`config.mk`:
```
export PLATFORM = sky130hd
export DESIGN_NAME = sequenciador_exibicao
export DESIGN_NICKNAME = d
export VERILOG_FILES = /design/src/rtl/sequenciador_exibicao_pkg.sv /design/src/rtl/sequenciador_exibicao_contador_tempo.sv /design/src/rtl/sequenciador_exibicao.sv
export SDC_FILE = /design/constraint.sdc
export NUM_CORES = 1
export LEC_CHECK = 0
export BUFFER_PORTS_ARGS = -buffer_cell sky130_fd_sc_hd__buf_2
export CORE_MARGIN = 4
export CORE_UTILIZATION = 50
export DETAILED_ROUTE_END_ITERATION = 8
export PLACE_DENSITY_LB_ADDON = 0.15
export SYNTH_ARGS = -nofsm -noshare
export SYNTH_HDL_FRONTEND = slang
export SYNTH_SLANG_ARGS = --single-unit
```
`constraint.sdc`:
```
create_clock -name clock -period 2.1 [get_ports clock]
set_clock_uncertainty 0.05 [all_clocks]
set_input_delay 0 -clock clock [delete_from_list [all_inputs] [get_ports clock]]
set_output_delay 0 -clock clock [all_outputs]
set_load 0.005 [all_outputs]
```
`src/rtl/sequenciador_exibicao_pkg.sv`:
```
// sequenciador_exibicao_pkg
// Shared constants for the LED playback sequencer and the hex debug display:
// state codes (which are also the db_estado encoding) and timer sizing helper.
package sequenciador_exibicao_pkg;

  localparam int unsigned ESTADO_W = 4;

  typedef enum logic [ESTADO_W-1:0] {
    OCIOSO  = 4'd0,
    INICIO  = 4'd1,
    ACENDE  = 4'd2,
    APAGA   = 4'd3,
    PROXIMO = 4'd4,
    FIM     = 4'd5
  } estado_t;

  // Debug display shows the raw state code.
  function automatic logic [ESTADO_W-1:0] codigo_db(input estado_t e);
    return e;
  endfunction

  // Bits needed to hold 0..max(a,b)-1, never less than one.
  function automatic int unsigned largura_tempo(input int unsigned a,
                                                input int unsigned b);
    int unsigned m;
    m = (a > b) ? a : b;
    return (m < 2) ? 1 : $clog2(m);
  endfunction

endpackage

```
`src/rtl/sequenciador_exibicao_contador_tempo.sv`:
```
// contador_tempo
// Up-counter for the LED on/off intervals. Counts from 0 while enabled and
// holds at the terminal value (no wrap); a synchronous clear has priority.
// Ports:
//   clock, reset   - system clock, async active-low reset
//   clear_i        - synchronous clear to 0
//   en_i           - count enable
//   limite_i       - terminal count value (interval length - 1)
//   fim_o          - terminal-count flag (count == limite_i)
module contador_tempo #(
  parameter int unsigned W = 1
) (
  input  logic         clock,
  input  logic         reset,
  input  logic         clear_i,
  input  logic         en_i,
  input  logic [W-1:0] limite_i,
  output logic         fim_o
);

  logic [W-1:0] cnt_q;
  logic [W-1:0] cnt_d;

  assign fim_o = (cnt_q == limite_i);

  always_comb begin
    cnt_d = cnt_q;
    if (clear_i) begin
      cnt_d = '0;
    end else if (en_i && !fim_o) begin
      cnt_d = cnt_q + 1'b1;
    end
  end

  always_ff @(posedge clock or negedge reset) begin
    if (!reset) begin
      cnt_q <= '0;
    end else begin
      cnt_q <= cnt_d;
    end
  end

endmodule

```
`src/rtl/sequenciador_exibicao.sv`:
```
// sequenciador_exibicao
// Moore FSM that plays back a stored LED sequence: each item is lit for T_ON
// cycles, then dark for T_OFF cycles; the datapath address is cleared at the
// start and incremented between items until enderecoIgualLimite is seen.
// Ports:
//   clock, reset          - system clock, async active-low reset
//   iniciar               - start request (level, ignored while busy)
//   abortar               - cancel playback, back to idle next edge
//   enderecoIgualLimite   - datapath: address equals round limit
//   zera_endereco         - one-cycle clear of the address counter
//   conta_endereco        - one-cycle increment of the address counter
//   leds_en               - gate memory data onto the LEDs
//   ocupado               - playback in progress
//   pronto                - one-cycle pulse on normal completion
//   db_estado             - state code for the debug display
//
// state   | meaning
// --------+------------------------------------------------------------
// OCIOSO  | idle, waiting for iniciar
// INICIO  | clear datapath address (one cycle)
// ACENDE  | LEDs on for T_ON cycles
// APAGA   | LEDs off for T_OFF cycles, then check limit flag
// PROXIMO | increment address (one cycle of memory read latency)
// FIM     | pulse pronto, back to idle
module sequenciador_exibicao
  import sequenciador_exibicao_pkg::*;
#(
  parameter int unsigned T_ON  = 500,
  parameter int unsigned T_OFF = 250
) (
  input  logic                clock,
  input  logic                reset,
  input  logic                iniciar,
  input  logic                abortar,
  input  logic                enderecoIgualLimite,
  output logic                zera_endereco,
  output logic                conta_endereco,
  output logic                leds_en,
  output logic                ocupado,
  output logic                pronto,
  output logic [ESTADO_W-1:0] db_estado
);

  localparam int unsigned TW = largura_tempo(T_ON, T_OFF);
  localparam logic [TW-1:0] LIM_ON  = TW'(T_ON - 1);
  localparam logic [TW-1:0] LIM_OFF = TW'(T_OFF - 1);

  estado_t       estado_q;
  estado_t       estado_d;
  logic          tempo_fim;
  logic          tempo_clr;
  logic          tempo_en;
  logic [TW-1:0] tempo_lim;

  always_comb begin
    estado_d = estado_q;
    case (estado_q)
      OCIOSO:  if (iniciar && !abortar) estado_d = INICIO;
      INICIO:  estado_d = ACENDE;
      ACENDE:  if (tempo_fim) estado_d = APAGA;
      APAGA:   if (tempo_fim) estado_d = enderecoIgualLimite ? FIM : PROXIMO;
      PROXIMO: estado_d = ACENDE;
      FIM:     estado_d = OCIOSO;
      default: estado_d = OCIOSO;
    endcase
    if (abortar && (estado_q != OCIOSO)) begin
      estado_d = OCIOSO;
    end
  end

  // Clearing on every state change means each state is entered with the
  // timer at zero, so ACENDE/APAGA each last exactly their interval.
  assign tempo_clr = (estado_d != estado_q);
  assign tempo_en  = (estado_q == ACENDE) || (estado_q == APAGA);
  assign tempo_lim = (estado_q == APAGA) ? LIM_OFF : LIM_ON;

  contador_tempo #(
    .W(TW)
  ) u_tempo (
    .clock    (clock),
    .reset    (reset),
    .clear_i  (tempo_clr),
    .en_i     (tempo_en),
    .limite_i (tempo_lim),
    .fim_o    (tempo_fim)
  );

  // Outputs are decoded from the next state so they are registered yet
  // line up with the state register.
  always_ff @(posedge clock or negedge reset) begin
    if (!reset) begin
      estado_q       <= OCIOSO;
      zera_endereco  <= 1'b0;
      conta_endereco <= 1'b0;
      leds_en        <= 1'b0;
      ocupado        <= 1'b0;
      pronto         <= 1'b0;
      db_estado      <= '0;
    end else begin
      estado_q       <= estado_d;
      zera_endereco  <= (estado_d == INICIO);
      conta_endereco <= (estado_d == PROXIMO);
      leds_en        <= (estado_d == ACENDE);
      ocupado        <= (estado_d != OCIOSO);
      pronto         <= (estado_d == FIM);
      db_estado      <= codigo_db(estado_d);
    end
  end

endmodule
```
**After elaboration in Yosys (flattened, before gate mapping)**

Cells that the tools add are included.

- Flip-flop bits (word level): 18
- Bits of input ports: 5
- Output and inout bits: 9
- Word-level logic and storage cells: 38

- Add/sub/neg operators: 1
- Eq/ne operators: 10
- Muxes and demuxes: 9
- Reduce and logical (&&, ||, !) cells: 11

Operators by type and width:

| cell | count |
|---|---|
| two-way mux 9 bit | 3 |
| two-way mux 4 bit | 4 |
| one-hot mux 4 bit (4 select lines) | 1 |
| equality test 4 x 2 -> 1 bit (second input constant) | 3 |
| equality test 4 x 3 -> 1 bit (second input constant) | 3 |
| adder 9 x 1 -> 9 bit (second input constant) | 1 |
| equality test 9 bit | 1 |
| equality test 4 x 1 -> 1 bit (second input constant) | 2 |
| nonzero test 4 bit | 2 |
| zero test 4 bit | 1 |
| != test 4 bit | 1 |
| logical AND 1 bit | 3 |
| zero test 1 bit | 2 |
| nonzero test 2 bit | 1 |
| OR reduction 2 bit | 1 |
| logical OR 1 bit | 1 |
| two-way mux 1 bit | 1 |

**Longest topological paths before layout**

- Word-level depth: 8
- Gate-level depth with buffers: 6
- Depth with buffers taken out: 5

**Modules after synthesis**

A second synthesis with hierarchy kept.

- Cell total of the unflattened synthesis: 104
- Area, all modules: 1,036.0 µm²

Modules (own cells, without submodules):

| module | instances | cells an instance | area an instance (µm²) | sequential area each (µm²) |
|---|---|---|---|---|
| contador_tempo | 1 | 65 | 606.8 | 225.2 |
| sequenciador_exibicao | 1 | 39 | 429.2 | 225.2 |

**Worst setup path after synthesis**

OpenSTA, ideal clock, no wires.

- Path type: register to register
- Start: register estado_q[2]
- End: register pronto
- Setup time: 0.138 ns
- Arrival: 1.591 ns
- Required time: 1.912 ns
- Path slack: 0.321 ns
- Cell stages (with the launch flop): 6
- Buffers on the path: 1
- Period minus slack after synthesis: 1.779 ns
- Path through: dfrtp_1 buf_2 nor3b_2 mux2_2 o31ai_4 nor3_1

- Longest elaborated chain between the ends: 7
- Elaborated cells on any way between the ends: 16
- Classes of those cells: eq/ne: 6; mux: 6; reduce/logical: 4

Ends and longest elaborated chain:

| element | line | RTL |
|---|---|---|
| from (decl) | sequenciador_exibicao.sv:48 | `estado_t estado_q;` |
| from (signal assigned) | sequenciador_exibicao.sv:100 | `estado_q <= estado_d;` |
| equality test 4 x 2 -> 1 bit | sequenciador_exibicao.sv:57, sequenciador_exibicao.sv:75 |  |
| two-way mux 9 bit | sequenciador_exibicao.sv:75 | `assign tempo_lim = (estado_q == APAGA) ? LIM_OFF : LIM_ON;` |
| equality test 9 bit | sequenciador_exibicao_contador_tempo.sv:24 | `assign fim_o = (cnt_q == limite_i);` |
| two-way mux 4 bit, on equally long branches | sequenciador_exibicao.sv:61, sequenciador_exibicao.sv:60 |  |
| one-hot mux 4 bit (4 select lines) | sequenciador_exibicao.sv:57 | `case (estado_q)` |
| two-way mux 4 bit * | sequenciador_exibicao.sv:66 | `if (abortar && (estado_q != OCIOSO)) begin` |
| equality test 4 x 3 -> 1 bit * | sequenciador_exibicao.sv:105 | `pronto <= (estado_d == FIM);` |
| to (signal assigned) | sequenciador_exibicao.sv:105 |  |
| to (decl) | sequenciador_exibicao.sv:40 | `output logic pronto,` |

Every way passes the cells marked *; elsewhere a longest branch is shown, timed or not.
A chain may end at the register's enable or synchronous reset.

**Final worst setup path**

- Start: register estado_q[1]
- End: register conta_endereco

- Longest elaborated chain between the ends: 7
- Elaborated cells on any way between the ends: 16
- Classes of those cells: eq/ne: 6; mux: 6; reduce/logical: 4

Ends and longest elaborated chain:

| element | line | RTL |
|---|---|---|
| equality test 4 x 2 -> 1 bit | sequenciador_exibicao.sv:57, sequenciador_exibicao.sv:75 |  |
| two-way mux 9 bit | sequenciador_exibicao.sv:75 |  |
| equality test 9 bit | sequenciador_exibicao_contador_tempo.sv:24 |  |
| two-way mux 4 bit, on equally long branches | sequenciador_exibicao.sv:61, sequenciador_exibicao.sv:60 |  |
| one-hot mux 4 bit (4 select lines) | sequenciador_exibicao.sv:57 |  |
| two-way mux 4 bit * | sequenciador_exibicao.sv:66 |  |
| equality test 4 x 3 -> 1 bit * | sequenciador_exibicao.sv:102 | `conta_endereco <= (estado_d == PROXIMO);` |
| to (signal assigned) | sequenciador_exibicao.sv:102 |  |
| to (decl) | sequenciador_exibicao.sv:37 | `output logic conta_endereco,` |

Marked as above.

==> reports/metrics.yaml <==
yosysSeqAreaShare_pct: 44.3
ys_types: 40
grt_setup_unrepaired: "false"
nNetsFinal: 128
end_kind: "flip-flop"
post_cts_buffers: 0
portBuffers: 13
synthSimpleGateAreaFrac_pct: 34.5
syn_avg_cell_area_um2: 9.86
synth-compound-area-share_pct: 10.5
synth_edf_count: 0
ys.flop_type: "dfrtp_1"
worst_hold_startpoint: "abortar"
cts-root-buf: "clkbuf_4"
setup_viol: 0
area_growth_pct: 15.5
boundaryPins: 14
worst_setup_path_start_kind: "flip-flop"
fp.dieH_um: 53.1
antennaDiodeCount: 0
grt_pass1_wl_mm: 3.66
gp_congestion: 0.835
cts_tree: "done"
stdcell_area_um2: 1170
numClockSinks: 18
r2r_cells: 3
antenna_left: 0
die_width_um: 53.1
peakVddDrop_v: 0.000353
synth_fa_ha_area_share_pct: 1.23
grt_pass1_vias: 809
grt_use_total_pct: 17.6
cp_data_required_time_ps: 2290
seqCellArea_um2: 450
clkTransAtPathRegs_ps: 110
whs_ps: 35.2
multi_input_area_um2: 546
htree_levels: 1
wl_mm: 2.10
finalCriticalPeriod_ps: 1820
dpl-instance-area_um2: 1120
ys_top_cells_by_area: "dfrtp_1, nor3_1, xor2_1"
power_leakage_nw: 0.506
drv_slew: 0
drive_gt1_share_pct: 19.8
setup_tns_ps: 0
core.rowCount: 16
synth_top_area_cell: "dfrtp_1"
syn-cell-area_um2: 1020
hpwlAfterDp_mm: 1.60
synth.area.mux_share_pct: 1.11
fmax_mhz: 548
min_delay_path_depth: 3
dieArea_um2: 2820
core-area_um2: 1940
ys_async_sr_fraction_pct: 100
maxCapViolCount: 0
yosysWarnings: 0
crit_type: "flip-flop to flip-flop"
powerDensity_nw_per_um2: 521
startpoint: "estado_q[1]$_DFF_PN0_"
synth-xor-area-share_pct: 6.03
syn_inst: 103
clock_latency_ps: 300
antenna_found_initial: 0
numCtsBuffers: 3
status: "finished, final reports clean"
ys_seq_elements: 18
vias_per_cell: 5.71
grt-ovfl-total: 0
floorplan.initialDensity_pct: 52.3
vias: 845
drt_iter0_drc: 7
synth_nets: 109
reg2reg_to: "conta_endereco$_DFF_PN0_"
drc: 0
period_share_pct: 86.8
clock_path_buffers: 2
grt_start_max_net_pins: 19
wl_per_cell_um: 14.2
finalHoldViolCount: 0
synth_top_family_by_area: "simple AND/OR/NAND/NOR gates"
r2r_slack_ps: 280
r2r-start: "estado_q[1]$_DFF_PN0_"
hold_path.class: "primary input to flip-flop"
synth_top_area_share_pct: 44.3
first_pass_iters: 3
nFillCells: 177
arrival_ps: 2010
crit_path_max_fanout: 9
hold_path_end: "zera_endereco$_DFF_PN0_"
==> power breakdown <==
group / internal, mW / leakage (nW) / total [mW] / switching [mW]
clock network: 0.106 / 0.0210 / 0.215 / 0.109
registers: 0.350 / 0.248 / 0.355 / 0.00452
logic: 0.0168 / 0.237 / 0.0411 / 0.0243
==> final cells by class <==
| type | instances | share of cell area (%) |
|---|---|---|
| flip-flops and latches | 18 | 38.4 |
| multi-input cells | 80 | 46.5 |
| inverters | 2 | 0.640 |
| repair buffers | 17 | 8.53 |
| well taps | 27 | 2.88 |
| clock buffers | 4 | 3.09 |
==> registers in the layout, summed over array words and instances (netlist names) <==
name            cells
pronto              1
zera_endereco       1
leds_en             1
conta_endereco      1
estado_q            4
u_tempo.cnt_q       9
ocupado             1
==> cells in the mapped netlist (2+ instances only) <==
library cell,instances
nand4bb_1,3
nand3_1,4
nand2b_1,3
inv_1,2
a211oi_1,2
and2_1,2
nor2_1,5
clkbuf_1,2
dfrtp_1,18
nand4_1,2
nand2_1,6
or3b_1,2
xor2_1,5
and4_1,2
or4_1,2
xnor2_1,2
nor3b_1,3
o21ai_0,2
nor3_1,13
nor2b_1,3
==> placed cells by master (no fill, tap or decap), types with 2 or more instances in the layout <==
cell type,instances
dfrtp_1,18
nor3_1,13
inv_1,2
and4_1,2
and2_1,2
nor3b_1,3
nand2b_1,3
nand4_1,2
a211oi_1,2
buf_2,13
or3b_1,2
buf_4,2
o21ai_0,2
or4_1,2
nand2_1,6
nand3_1,4
xnor2_1,2
nor2b_1,3
nor2_1,5
nand4bb_1,3
dlygate4sd3_1,2
xor2_1,5
clkbuf_4,3
==> worst max-delay path by stage <==
stage / cells past startpoint / end / slack [ps]
2_1_floorplan: 5 / pronto$_DFF_PN0_ / 320
3_3_place_gp: 3 / conta_endereco$_DFF_PN0_ / 300
3_5_place_dp: 3 / conta_endereco$_DFF_PN0_ / 300
4_1_cts: 3 / conta_endereco$_DFF_PN0_ / 270
5_1_grt: 3 / conta_endereco$_DFF_PN0_ / 200
6_report: 3 / conta_endereco$_DFF_PN0_ / 280
==> stage by stage <==
stage          setup slack, ps  util [%]  cells  total power, mW
2_1_floorplan              321         -    103            0.381
3_3_place_gp               304      57.5    142            0.401
3_5_place_dp               300      57.5    142            0.401
4_1_cts                    268      60.4    148            0.619
5_1_grt                    202      60.4    148            0.639
6_report                   276      60.4    148            0.611
==> what timing repair did <==
action	CTS	global route
hold endpoints to repair	20	0
hold buffers	2	0
gates resized for setup	0	0
==> kinds of logic after synthesis <==
group           count (synthesis)
compound gates                 13
buf+inv                         5
xor+xnor                        7
other cells                     1
simple gates                   57
fa+ha+maj                       1
mux                             1
flops                          18
==> worst max-delay path, cell delays in order (launching register included) <==
cell and delay (ps):
dfrtp_1 500, or3b_1 430, or4_1 550, o21ba_1 250
==> layer usage <==
layer	vias up	GRT usage, %	share of wire (%)	wire [um]
met5	-	0	0	0
met4	0	6.81	0.57	12
met3	2	3.38	3.7	77
met2	11	30.4	52	1080
met1	419	21.5	44	928
li1	413	-	-	-
No activity file was read; power rests on OpenSTA's default activity.
